===== src/rtl/pooling_array_param_if.sv =====
// Stream bundle for the pooling engine: input beats, result handshake and status.
// The master side drives beats and accepts results; the slave side is the engine.
interface pooling_array_param_if #(
  parameter int DATA_WIDTH = 16,
  parameter int CHANNELS   = 3
);
  logic                           mode;
  logic                           clear;
  logic                           in_valid;
  logic                           in_ready;
  logic [CHANNELS*DATA_WIDTH-1:0] data_in;
  logic                           out_valid;
  logic                           out_ready;
  logic [CHANNELS*DATA_WIDTH-1:0] data_out;
  logic                           busy;

  modport master (
    output mode, clear, in_valid, data_in, out_ready,
    input  in_ready, out_valid, data_out, busy
  );

  modport slave (
    input  mode, clear, in_valid, data_in, out_ready,
    output in_ready, out_valid, data_out, busy
  );
endinterface


===== src/rtl/pooling_array_param.sv =====
// Multi-lane pooling engine: reduces every WINDOW accepted beats per lane to a signed
// max or a floor-average, and holds the result on a ready/valid output.
module pooling_array_param #(
  parameter int DATA_WIDTH = 16,
  parameter int CHANNELS   = 3,
  parameter int WINDOW     = 4
) (
  input  logic                 clk,
  input  logic                 rst,
  pooling_array_param_if.slave bus
);

  localparam int LOG2W = $clog2(WINDOW);
  localparam int ACC_W = DATA_WIDTH + LOG2W;
  localparam int BUS_W = CHANNELS * DATA_WIDTH;

  if (CHANNELS < 1 || WINDOW < 2 || WINDOW > 64 || (WINDOW & (WINDOW - 1)) != 0) begin : g_bad_param
    $error("pooling_array_param: CHANNELS must be >=1 and WINDOW a power of two in 2..64");
  end

  typedef enum logic {
    S_IDLE = 1'b0,
    S_ACC  = 1'b1
  } state_t;

  state_t                  r_state;
  state_t                  w_state_nxt;
  logic [LOG2W-1:0]        r_cnt;
  logic [LOG2W-1:0]        w_cnt_nxt;
  logic                    r_mode_q;
  logic                    r_out_valid;
  logic [BUS_W-1:0]        r_data_out;
  logic [BUS_W-1:0]        w_result;
  logic signed [ACC_W-1:0] r_acc     [CHANNELS];
  logic signed [ACC_W-1:0] w_acc_nxt [CHANNELS];

  logic w_in_ready;
  logic w_accept;
  logic w_first;
  logic w_last;
  logic w_mode_eff;

  assign w_in_ready = !r_out_valid || bus.out_ready;
  assign w_accept   = bus.in_valid && w_in_ready && !bus.clear;
  assign w_first    = (r_cnt == '0);
  assign w_last     = (r_cnt == LOG2W'(WINDOW - 1));
  // The first beat of a window uses the live mode pin; later beats use the latched copy.
  assign w_mode_eff = w_first ? bus.mode : r_mode_q;

  // Per-lane datapath. Lane 0 sits in the MSBs of the packed bus.
  for (genvar g = 0; g < CHANNELS; g++) begin : g_lane
    logic signed [DATA_WIDTH-1:0] w_sample;
    logic signed [ACC_W-1:0]      w_sext;
    logic signed [ACC_W-1:0]      w_max;
    logic signed [ACC_W-1:0]      w_sum;
    logic        [DATA_WIDTH-1:0] w_avg;

    assign w_sample = bus.data_in[(CHANNELS-1-g)*DATA_WIDTH +: DATA_WIDTH];
    assign w_sext   = {{LOG2W{w_sample[DATA_WIDTH-1]}}, w_sample};
    assign w_max    = (w_first || (w_sext > r_acc[g])) ? w_sext : r_acc[g];
    assign w_sum    = w_first ? w_sext : (r_acc[g] + w_sext);
    // Arithmetic shift floors toward minus infinity; the quotient always fits DATA_WIDTH.
    assign w_avg    = DATA_WIDTH'(w_sum >>> LOG2W);

    assign w_acc_nxt[g] = w_mode_eff ? w_sum : w_max;
    assign w_result[(CHANNELS-1-g)*DATA_WIDTH +: DATA_WIDTH] =
      w_mode_eff ? w_avg : w_max[DATA_WIDTH-1:0];
  end

  // NOTE: every variable written here gets a default first, so no path can infer a latch.
  always_comb begin
    w_state_nxt = r_state;
    w_cnt_nxt   = r_cnt;
    if (bus.clear) begin
      w_state_nxt = S_IDLE;
      w_cnt_nxt   = '0;
    end else if (w_accept) begin
      w_cnt_nxt = w_last ? '0 : (r_cnt + LOG2W'(1));
      unique case (r_state)
        S_IDLE:  if (!w_last) w_state_nxt = S_ACC;
        S_ACC:   if (w_last)  w_state_nxt = S_IDLE;
        default: w_state_nxt = S_IDLE;
      endcase
    end
  end

  // NOTE: sequential state uses non-blocking assignments so every register samples pre-edge values.
  always_ff @(posedge clk) begin
    if (rst) begin
      r_state <= S_IDLE;
      r_cnt   <= '0;
    end else begin
      r_state <= w_state_nxt;
      r_cnt   <= w_cnt_nxt;
    end
  end

  always_ff @(posedge clk) begin
    if (rst) begin
      r_mode_q    <= 1'b0;
      r_out_valid <= 1'b0;
      r_data_out  <= '0;
    end else begin
      if (w_accept && w_first) r_mode_q <= bus.mode;
      if (w_accept && w_last) begin
        r_out_valid <= 1'b1;
        r_data_out  <= w_result;
      end else if (bus.out_ready) begin
        r_out_valid <= 1'b0;
      end
    end
  end

  // NOTE: accumulators carry no reset; the first beat of every window overwrites them.
  always_ff @(posedge clk) begin
    if (w_accept) begin
      for (int i = 0; i < CHANNELS; i++) r_acc[i] <= w_acc_nxt[i];
    end
  end

  assign bus.in_ready  = w_in_ready;
  assign bus.out_valid = r_out_valid;
  assign bus.data_out  = r_data_out;
  assign bus.busy      = (r_state == S_ACC);

endmodule


===== src/flat_wrapper.sv =====
// flat-port wrapper written by rule: the top's interface ports become plain ports
module pooling_array_param_flat 
#(
  parameter int DATA_WIDTH = 16,
  parameter int CHANNELS   = 3,
  parameter int WINDOW     = 4
)
  (clk, rst, bus_mode, bus_clear, bus_in_valid, bus_data_in, bus_out_ready, bus_in_ready, bus_out_valid, bus_data_out, bus_busy);
  pooling_array_param_if #(.DATA_WIDTH(DATA_WIDTH), .CHANNELS(CHANNELS)) bus_i ();
  input  logic clk;
  input  logic rst;
  input wire logic [$bits(bus_i.mode)-1:0] bus_mode;
  input wire logic [$bits(bus_i.clear)-1:0] bus_clear;
  input wire logic [$bits(bus_i.in_valid)-1:0] bus_in_valid;
  input wire logic [$bits(bus_i.data_in)-1:0] bus_data_in;
  input wire logic [$bits(bus_i.out_ready)-1:0] bus_out_ready;
  output wire logic [$bits(bus_i.in_ready)-1:0] bus_in_ready;
  output wire logic [$bits(bus_i.out_valid)-1:0] bus_out_valid;
  output wire logic [$bits(bus_i.data_out)-1:0] bus_data_out;
  output wire logic [$bits(bus_i.busy)-1:0] bus_busy;
  assign bus_i.mode = bus_mode;
  assign bus_i.clear = bus_clear;
  assign bus_i.in_valid = bus_in_valid;
  assign bus_i.data_in = bus_data_in;
  assign bus_i.out_ready = bus_out_ready;
  assign bus_in_ready = bus_i.in_ready;
  assign bus_out_valid = bus_i.out_valid;
  assign bus_data_out = bus_i.data_out;
  assign bus_busy = bus_i.busy;
  pooling_array_param #(.DATA_WIDTH(DATA_WIDTH), .CHANNELS(CHANNELS), .WINDOW(WINDOW)) u_core (.clk(clk), .rst(rst), .bus(bus_i));
endmodule

===== config.mk =====
export PLATFORM = sky130hd
export DESIGN_NAME = pooling_array_param_flat
export DESIGN_NICKNAME = d
export VERILOG_FILES = /design/src/rtl/pooling_array_param_if.sv /design/src/rtl/pooling_array_param.sv /design/src/flat_wrapper.sv
export SDC_FILE = /design/constraint.sdc
export NUM_CORES = 1
export LEC_CHECK = 0
export ABC_AREA = 1
export BUFFER_PORTS_ARGS = -buffer_cell sky130_fd_sc_hd__buf_4
export CORE_MARGIN = 3
export CORE_UTILIZATION = 25
export DETAILED_ROUTE_END_ITERATION = 6
export PLACE_DENSITY = 0.46
export SLEW_MARGIN = 10
export SYNTH_ARGS = -nofsm -noshare
export SYNTH_HDL_FRONTEND = slang
export SYNTH_SLANG_ARGS = --single-unit

===== constraint.sdc =====
create_clock -name clk -period 2.1 [get_ports clk]
set_input_delay 0.105 -clock clk [delete_from_list [all_inputs] [get_ports clk]]
set_output_delay 0.105 -clock clk [all_outputs]
set_load 0.03 [all_outputs]

# --- Word-level counts from Yosys, hierarchy flattened ---
# Memories as Yosys holds them, arrays and structs flattened.
# Index checks and enable logic that the tools add are counted.
word_totals:
  ramBits: 54
  reg_bits: 53
  n_memories: 1
  inputBits: 54
memory_table:
  columns: ["memory", "words", "word_bits", "rd", "rd_ports_with_merged_regs", "wr", "line", "text"]
  rows:
  - ["u_core.r_acc", 3, 18, 3, 0, 3, "pooling_array_param.sv:34", "logic signed [ACC_W-1:0] r_acc [CHANNELS];"]
classes:
  n_mux: 19
  order_cmp: 3
  n_eq_ne: 1
  add_sub_neg: 4
  reduce_logical: 13
ops:
  columns: ["op", "n"]
  rows:
  - ["2-to-1 mux 18 bit", 9]
  - ["adder 18 x 16 -> 18 bit", 3]
  - ["> comparator 16 x 18 -> 1 bit", 3]
  - ["2-to-1 mux 16 bit", 3]
  - ["2-to-1 mux 1 bit", 6]
  - ["logical AND 1 bit", 4]
  - ["logical OR 1 bit", 4]
  - ["adder 2 x 1 -> 2 bit, second input constant", 1]
  - ["== test 2 bit, second input constant", 1]
  - ["zero test 1 bit", 2]
  - ["zero test 2 bit", 1]
  - ["2-to-1 mux 2 bit", 1]
  - ["nonzero test 2 bit", 1]
  - ["OR reduction 2 bit", 1]

# --- Longest topological paths before layout ---
# Gate-level depths: netlist of the first run.
logic_depth:
  word_depth: 6
  depth_mapped: 19

# --- Worst setup path before layout of the first run ---
# OpenSTA, ideal clock, no wires.
synth_path:
  kind: "reg2reg"
  start: "reg u_core.r_out_valid, in the netlist u_core.bus.out_valid"
  end: "mem u_core.r_acc[0][16] in the netlist's numbering, enable pin"
  path_slack_ps: -485
  arrival_ps: 2285
  t_required_ps: 1800
  stages_incl_launch_ff: 6
  cell_sequence: "dfxtp_1 -> nand2_1 -> nand3_1 -> inv_1 -> o21ai_0 -> inv_1"
synth_lines:
  columns: ["element", "line", "text"]
  rows:
  - ["start, declared", "pooling_array_param.sv:31", "logic r_out_valid;"]
  - ["start signal, assigned", "pooling_array_param.sv:101", "r_out_valid <= 1'b0;"]
  - ["start signal, assigned", "pooling_array_param.sv:106", "r_out_valid <= 1'b1;"]
  - ["start signal, assigned", "pooling_array_param.sv:109", "r_out_valid <= 1'b0;"]
  - ["end, declared", "pooling_array_param.sv:34", null]

==> flow_metrics.env, run 1 <==
export IMPL_status="complete, but fails checks"
export IMPL_violations="setup timing"
export IMPL_hp_class="input pin to register"
export IMPL_startpoint_type="register"
export IMPL_drtIter0Drc=462
export IMPL_whs_ns=0.0588
export IMPL_period_minus_slack_ns=2.26
export IMPL_insertion_delay_ns=0.39
export IMPL_critPathKind="register to register"
export IMPL_die_width_um=206
export IMPL_synth_fp_nets=1663
export IMPL_grt_max_degree=56
export IMPL_synth_seq_area_share_pct=27.0
export IMPL_cts_root_buf="clkbuf_16"
export IMPL_n_antenna_cell=0
export IMPL_dr_pass1_iters=5
export IMPL_placed_area_um2=13500
export IMPL_crit_fanout=8
export IMPL_max_cap_violations=0
export IMPL_crit_arrival_ns=2.39
export IMPL_rsz0062_at_grt="yes"
export IMPL_gr_total_overflow=0
export IMPL_path_clk_slew_ns=0.08
export IMPL_hpwl_mm=26.2
export IMPL_max_slew_margin_rel_pct=69.4
export IMPL_start_util_pct=25.5
export IMPL_yosysWarnings=0
export IMPL_die_h_um=206
export IMPL_antenna_found_initial=1
export IMPL_hold_viol=0
export IMPL_end_kind="register"
export IMPL_syn_area_um2=9950
export IMPL_vias_per_cell=4.57
export IMPL_io_buffers=104
export IMPL_async_reset_ff_share_pct=0
export IMPL_cp_cell_sequence="inv_2 > ha_4 > a21o_1 > nor2_2 > nand3_1 > nand2_1 > nand2_1 > nand2_2 > nand3_4 > buf_12 > nand2_8 > nand2_2 > nand3_2 > nand2_1"
export IMPL_crit_path_frequent_cell="nand2_1"
export IMPL_ioPinCount=105
export IMPL_place_congestion=0.841
export IMPL_slowest_delay_ns=0.42
export IMPL_r2r_start="u_core.r_acc[0][45]"
export IMPL_max_freq_ghz=0.443
export IMPL_numCtsBuffers=9
export IMPL_final_layout_size_suffix_gt1_share_pct=46.4
export IMPL_cts_sink_count=107
export IMPL_drt_total_wl_mm=36.6
export IMPL_grt_pass1_vias=10900
export IMPL_synthDistinctLibCells=39
export IMPL_required_ns=2.24
export IMPL_vias=11100
export IMPL_rows=72
export IMPL_worstHoldPathCells=3
export IMPL_grt_pass1_wl_mm=56.1
export IMPL_ir_drop_mv=0.369
export IMPL_setup_ws_ns=-0.158
export IMPL_dieArea_um2=42200
export IMPL_finalCritPeriodShare_pct=108
export IMPL_reg2reg_to="u_core.r_acc[0][38]"
export IMPL_final_antenna_net_count=0
export IMPL_clock_path_buffers=2
export IMPL_fin_skew_ns=0.0122
export IMPL_area_delta_synth_final_pct=63.8
export IMPL_wl_per_cell_um=15.1
export IMPL_htreeDepth=3
export IMPL_leakagePower_nw=7.70
export IMPL_syn_inst=1499
export IMPL_synth_edf_count=54
export IMPL_worstHoldStart="bus_mode"
export IMPL_p_per_area_nw_per_um2=484
export IMPL_grt_usage_pct=16.7
export IMPL_worst_pin_slew_ns=0.459
export IMPL_drc=0
export IMPL_ff2ff_path_depth=14
export IMPL_nets=2065
export IMPL_final_max_slew_viol_count=0
export IMPL_r2r_setup_slack_ns=-0.16
export IMPL_ys_ff_latch=107
export IMPL_min_to="u_core.r_mode_q"
export IMPL_coreArea_um2=39000
export IMPL_setup_violations=106
export IMPL_ys_flop_type="edfxtp_1"
export IMPL_avgSynthCellArea_um2=6.64
export IMPL_cts_tree="done"
export IMPL_slowest_stage="edfxtp_1"
export IMPL_design_area_um2=16300
## worst max-delay path: cells and delay by family, from the launching register on
kind                       cells  cell delay, ns
adders and majority gates      1            0.21
AOI/OAI and AO/OA              1            0.18
buffers and inverters          2            0.27
and+or+nand+nor               10            0.92
DFF                            1            0.42
## cells in the mapped netlist (3+ instances only)
library cell	instances	area share, %
nor2_1	103	3.9
nor3_1	9	0.45
a21oi_2	8	0.70
o21a_1	8	0.60
o211ai_1	4	0.30
edfxtp_1	54	16
inv_1	232	8.8
clkbuf_1	29	1.1
a21oi_1	164	8.2
o21bai_1	10	0.75
or2_2	4	0.25
xor2_1	13	1.1
o21ai_0	108	5.4
nand3_1	156	7.8
buf_2	5	0.25
dfxtp_1	53	11
nand2b_1	3	0.19
ha_1	107	13
a21o_1	7	0.53
fa_1	3	0.60
inv_2	3	0.11
nor4_1	3	0.19
nand2_1	341	13
nand4_1	16	1.0
nand3b_1	11	0.83
nand3_2	11	1.1
nand2_2	6	0.38
buf_1	8	0.30
buf_6	4	0.45
xnor2_1	3	0.26
## per-layer routing
metal  vias to the layer above  wire length, µm  global-route usage [%]
met4                         2              437                    3.73
met2                       147            17100                    27.4
met3                        30             1120                    2.48
met1                      5165            18000                    23.0
li1                       5738                -                       -
met5                         -               20                       0
## registers in the layout, indices dropped and copies added, names as in the netlist
| register | count |
|---|---|
| u_core.r_acc | 54 |
| u_core.bus.data_out | 48 |
| u_core.r_cnt | 2 |
| u_core.bus.busy | 1 |
| u_core.bus.out_valid | 1 |
| u_core.r_mode_q | 1 |
## worst max-delay path by stage
stage,slack (ns),endpoint,cells after the start,start
after global routing,-0.31,u_core.r_acc[0][20],13,u_core.r_acc[0][31]
after global placement,-0.28,u_core.bus.data_out[35],16,u_core.r_acc[0][11]
final,-0.16,u_core.r_acc[0][38],14,u_core.r_acc[0][45]
after detailed placement,-0.32,u_core.bus.data_out[35],16,u_core.r_acc[0][11]
after CTS,-0.13,u_core.r_acc[0][14],16,u_core.r_acc[0][13]
after floorplan,-0.005,u_core.r_acc[0][16],15,u_core.r_acc[0][7]
## through the flow
step / worst slack (ns) / util [%] / power, mW / TNS (ns) / std cells
2_1_floorplan: -0.00542 / - / 3.81 / -0.0272 / 1499
3_3_place_gp: -0.277 / 34.6 / 5.04 / -19.79 / 2348
3_5_place_dp: -0.319 / 34.6 / 5.05 / -22.19 / 2348
4_1_cts: -0.125 / 37.8 / 7.42 / -7.29 / 2393
5_1_grt: -0.305 / 41.8 / 8.37 / -24.55 / 2424
6_report: -0.158 / 41.8 / 7.89 / -10.18 / 2424
## logic make-up after synthesis
| logic type | synth area share (%) |
|---|---|
| flops | 27.0 |
| xor+xnor | 1.41 |
| simple gates | 29.7 |
| buf+inv | 11.3 |
| fa+ha+maj | 14.1 |
| compound gates | 16.6 |
## cells in the final DEF (no fill, tap or decap), types with 4 or more instances in the layout
cell / count
buf_4: 383
nand2_1: 258
inv_1: 173
a21oi_1: 98
o21ai_0: 81
nand3_1: 80
nand3_2: 74
nand2_2: 72
a21oi_2: 71
nor2_1: 68
ha_1: 62
inv_2: 59
edfxtp_1: 54
dfxtp_1: 52
ha_4: 40
buf_6: 34
nor2_2: 25
nand2_4: 17
nand4_1: 16
buf_12: 16
nand3_4: 14
o21ai_2: 13
xor2_1: 13
nor2_4: 12
nand3b_1: 11
o21ai_1: 11
clkbuf_16: 10
o21bai_1: 8
o21a_1: 8
a21o_1: 7
nand2_8: 5
ha_2: 5
nor3_1: 4
nor3_2: 4
o211ai_1: 4
## power by group
| part | internal [mW] | switching [mW] | total [mW] |
|---|---|---|---|
| Combinational | 1.63 | 1.87 | 3.50 |
| Sequential | 2.30 | 0.0447 | 2.35 |
| Clock | 1.12 | 0.920 | 2.04 |
| Total | 5.05 | 2.84 | 7.89 |
## timing repair
action	CTS	global route
resized for setup	188	314
pin swaps	55	112
buffers inserted	26	29
hold endpoints to repair	4	0
hold buffers	3	0
setup endpoints to repair	108	108
cloned	0	4
## area by class of cell
cell class / count / area (µm²)
Fill cell: 4003 / 22700
Multi-Input combinational cell: 1109 / 8100
Timing Repair Buffer: 438 / 3650
Sequential cell: 107 / 2680
Inverter: 236 / 895
Tap cell: 518 / 648
Clock buffer: 12 / 256
Clock inverter: 4 / 73.8
(Power assumes the default switching activity.)
==> run 2, diff against run 1 <==
--- a/config.mk
+++ b/config.mk
@@ -7,10 +7,11 @@
 export LEC_CHECK = 0
 export ABC_AREA = 1
 export BUFFER_PORTS_ARGS = -buffer_cell sky130_fd_sc_hd__buf_4
-export CORE_MARGIN = 3
+export CORE_MARGIN = 5
 export CORE_UTILIZATION = 25
 export DETAILED_ROUTE_END_ITERATION = 6
 export PLACE_DENSITY = 0.46
+export SKIP_CTS_REPAIR_TIMING = 1
 export SLEW_MARGIN = 10
 export SYNTH_ARGS = -nofsm -noshare
 export SYNTH_HDL_FRONTEND = slang
==> flow_metrics.env, run 2 (synthesized netlist as in run 1, its figures left out) <==
export IMPL_required_ns=2.38
export IMPL_antenna_found_initial=2
export IMPL_hold_viol=0
export IMPL_setup_violations=103
export IMPL_dr_pass1_iters=4
export IMPL_setup_tns_ns=-9.29
export IMPL_violations="setup timing"
export IMPL_io_buffers=104
export IMPL_leakagePower_nw=7.54
export IMPL_die_width_um=210
export IMPL_cp_cell_sequence="ha_2 > inv_2 > fa_2 > nand3b_1 > nand2_2 > inv_2 > o21ai_2 > nand3_1 > nand2_1 > nand2_1 > nand3_1 > nand2_1 > a21oi_1 > a21oi_1"
export IMPL_rsz0062_at_grt="yes"
export IMPL_grt_max_degree=56
export IMPL_gr_total_overflow=0
export IMPL_cts_root_buf="clkbuf_16"
export IMPL_design_area_um2=15700
export IMPL_cts_tree="done"
export IMPL_rows=73
export IMPL_layout_common_cells="buf_4 (385), nand2_1 (270), inv_1 (187)"
export IMPL_die_h_um=210
export IMPL_crit_fanout=3
export IMPL_grt_pass1_wl_mm=55.0
export IMPL_n_fill_cell=4169
export IMPL_max_cap_violations=0
export IMPL_top_register="u_core.r_acc"
export IMPL_hp_class="input pin to register"
export IMPL_drt_total_wl_mm=36.1
export IMPL_fin_skew_ns=0.00970
export IMPL_max_freq_ghz=0.432
export IMPL_slowest_stage="edfxtp_1"
export IMPL_final_antenna_net_count=0
export IMPL_vias_per_cell=4.54
export IMPL_end_kind="register"
export IMPL_htreeDepth=3
export IMPL_placed_area_um2=13500
export IMPL_layout_commonest_cell="buf_4"
export IMPL_p_per_area_nw_per_um2=483
export IMPL_start_util_pct=25.2
export IMPL_wl_per_cell_um=15.0
export IMPL_place_congestion=0.860
export IMPL_drc=0
export IMPL_ir_drop_mv=0.354
export IMPL_grt_pass1_vias=10700
export IMPL_worst_pin_slew_ns=0.471
export IMPL_path_clk_slew_ns=0.09
export IMPL_dieArea_um2=43900
export IMPL_nets=2041
export IMPL_clock_path_buffers=2
export IMPL_numCtsBuffers=9
export IMPL_period_minus_slack_ns=2.32
export IMPL_grt_usage_pct=15.4
export IMPL_startpoint_type="register"
export IMPL_crit_arrival_ns=2.60
export IMPL_largest_reg_flops=54
export IMPL_crit_path_frequent_cell="nand2_1"
export IMPL_vias=10900
export IMPL_max_slew_margin_rel_pct=68.6
export IMPL_insertion_delay_ns=0.40
export IMPL_drtIter0Drc=413
export IMPL_setup_ws_ns=-0.215
export IMPL_critPathKind="register to register"
export IMPL_hpwl_mm=26.6
export IMPL_coreArea_um2=39500
export IMPL_finalCritPeriodShare_pct=110
export IMPL_ioPinCount=105
export IMPL_final_layout_size_suffix_gt1_share_pct=41.4
export IMPL_area_delta_synth_final_pct=57.3
export IMPL_final_max_slew_viol_count=0
export IMPL_cts_sink_count=107
export IMPL_status="complete, but fails checks"
export IMPL_slowest_delay_ns=0.39
[run 2: worst paths after layout]
path | endpoint | startpoint | slack (ns) | cells past startpoint
worst min register to register | u_core.bus.out_valid | u_core.bus.out_valid | 0.50 | 2
worst min-delay path | u_core.r_cnt[1] | bus_clear | 0.02 | 4
worst max register to register | u_core.bus.data_out[30] | u_core.r_acc[0][18] | -0.22 | 14
worst max-delay path | u_core.bus.data_out[30] | u_core.r_acc[0][18] | -0.22 | 14
[run 2: final cells by class]
cell class / instances / area [µm²] / share of cell area [%]
Antenna cell: 2 / 5.00 / 0.0320
Timing Repair Buffer: 415 / 3350 / 21.4
Tap cell: 525 / 657 / 4.20
Inverter: 236 / 892 / 5.70
Clock buffer: 9 / 225 / 1.44
Multi-Input combinational cell: 1108 / 7760 / 49.6
Sequential cell: 107 / 2680 / 17.1
Clock inverter: 7 / 85.1 / 0.543
[run 2: critical path, delay by kind of cell (launching register included)]
kind                     cells  cell delay, ns
flip-flops                   1            0.39
AO/OA/AOI/OAI                3            0.47
buffers and inverters        2            0.09
AND/OR/NAND/NOR              7            0.67
adder cells (fa/ha/maj)      2            0.58
[run 2: metal layers]
metal	part of all wire [%]	global-route usage (%)	vias to the layer above
met2	47	25.4	144
met5	0	0	-
met4	2.0	4.75	0
met1	48	20.8	5077
li1	-	-	5694
met3	3.1	2.48	33
[run 2: stage by stage]
stage / utilization [%] / instances / hold WS [ns] / total power [mW] / setup WS (ns)
2_1_floorplan: - / 1499 / 0.167 / 3.81 / -0.00542
3_3_place_gp: 34.1 / 2363 / 0.275 / 5.03 / -0.228
3_5_place_dp: 34.1 / 2363 / 0.276 / 5.05 / -0.275
4_1_cts: 34.9 / 2379 / -0.167 / 7.02 / -0.319
5_1_grt: 39.6 / 2409 / 0.0228 / 8.04 / -0.345
6_report: 39.6 / 2409 / 0.0218 / 7.56 / -0.215
[run 2: report_power, final]
| group | switching (mW) | internal [mW] |
|---|---|---|
| logic | 1.76 | 1.53 |
| registers | 0.0436 | 2.30 |
| clock network | 0.969 | 0.948 |
| total | 2.78 | 4.78 |
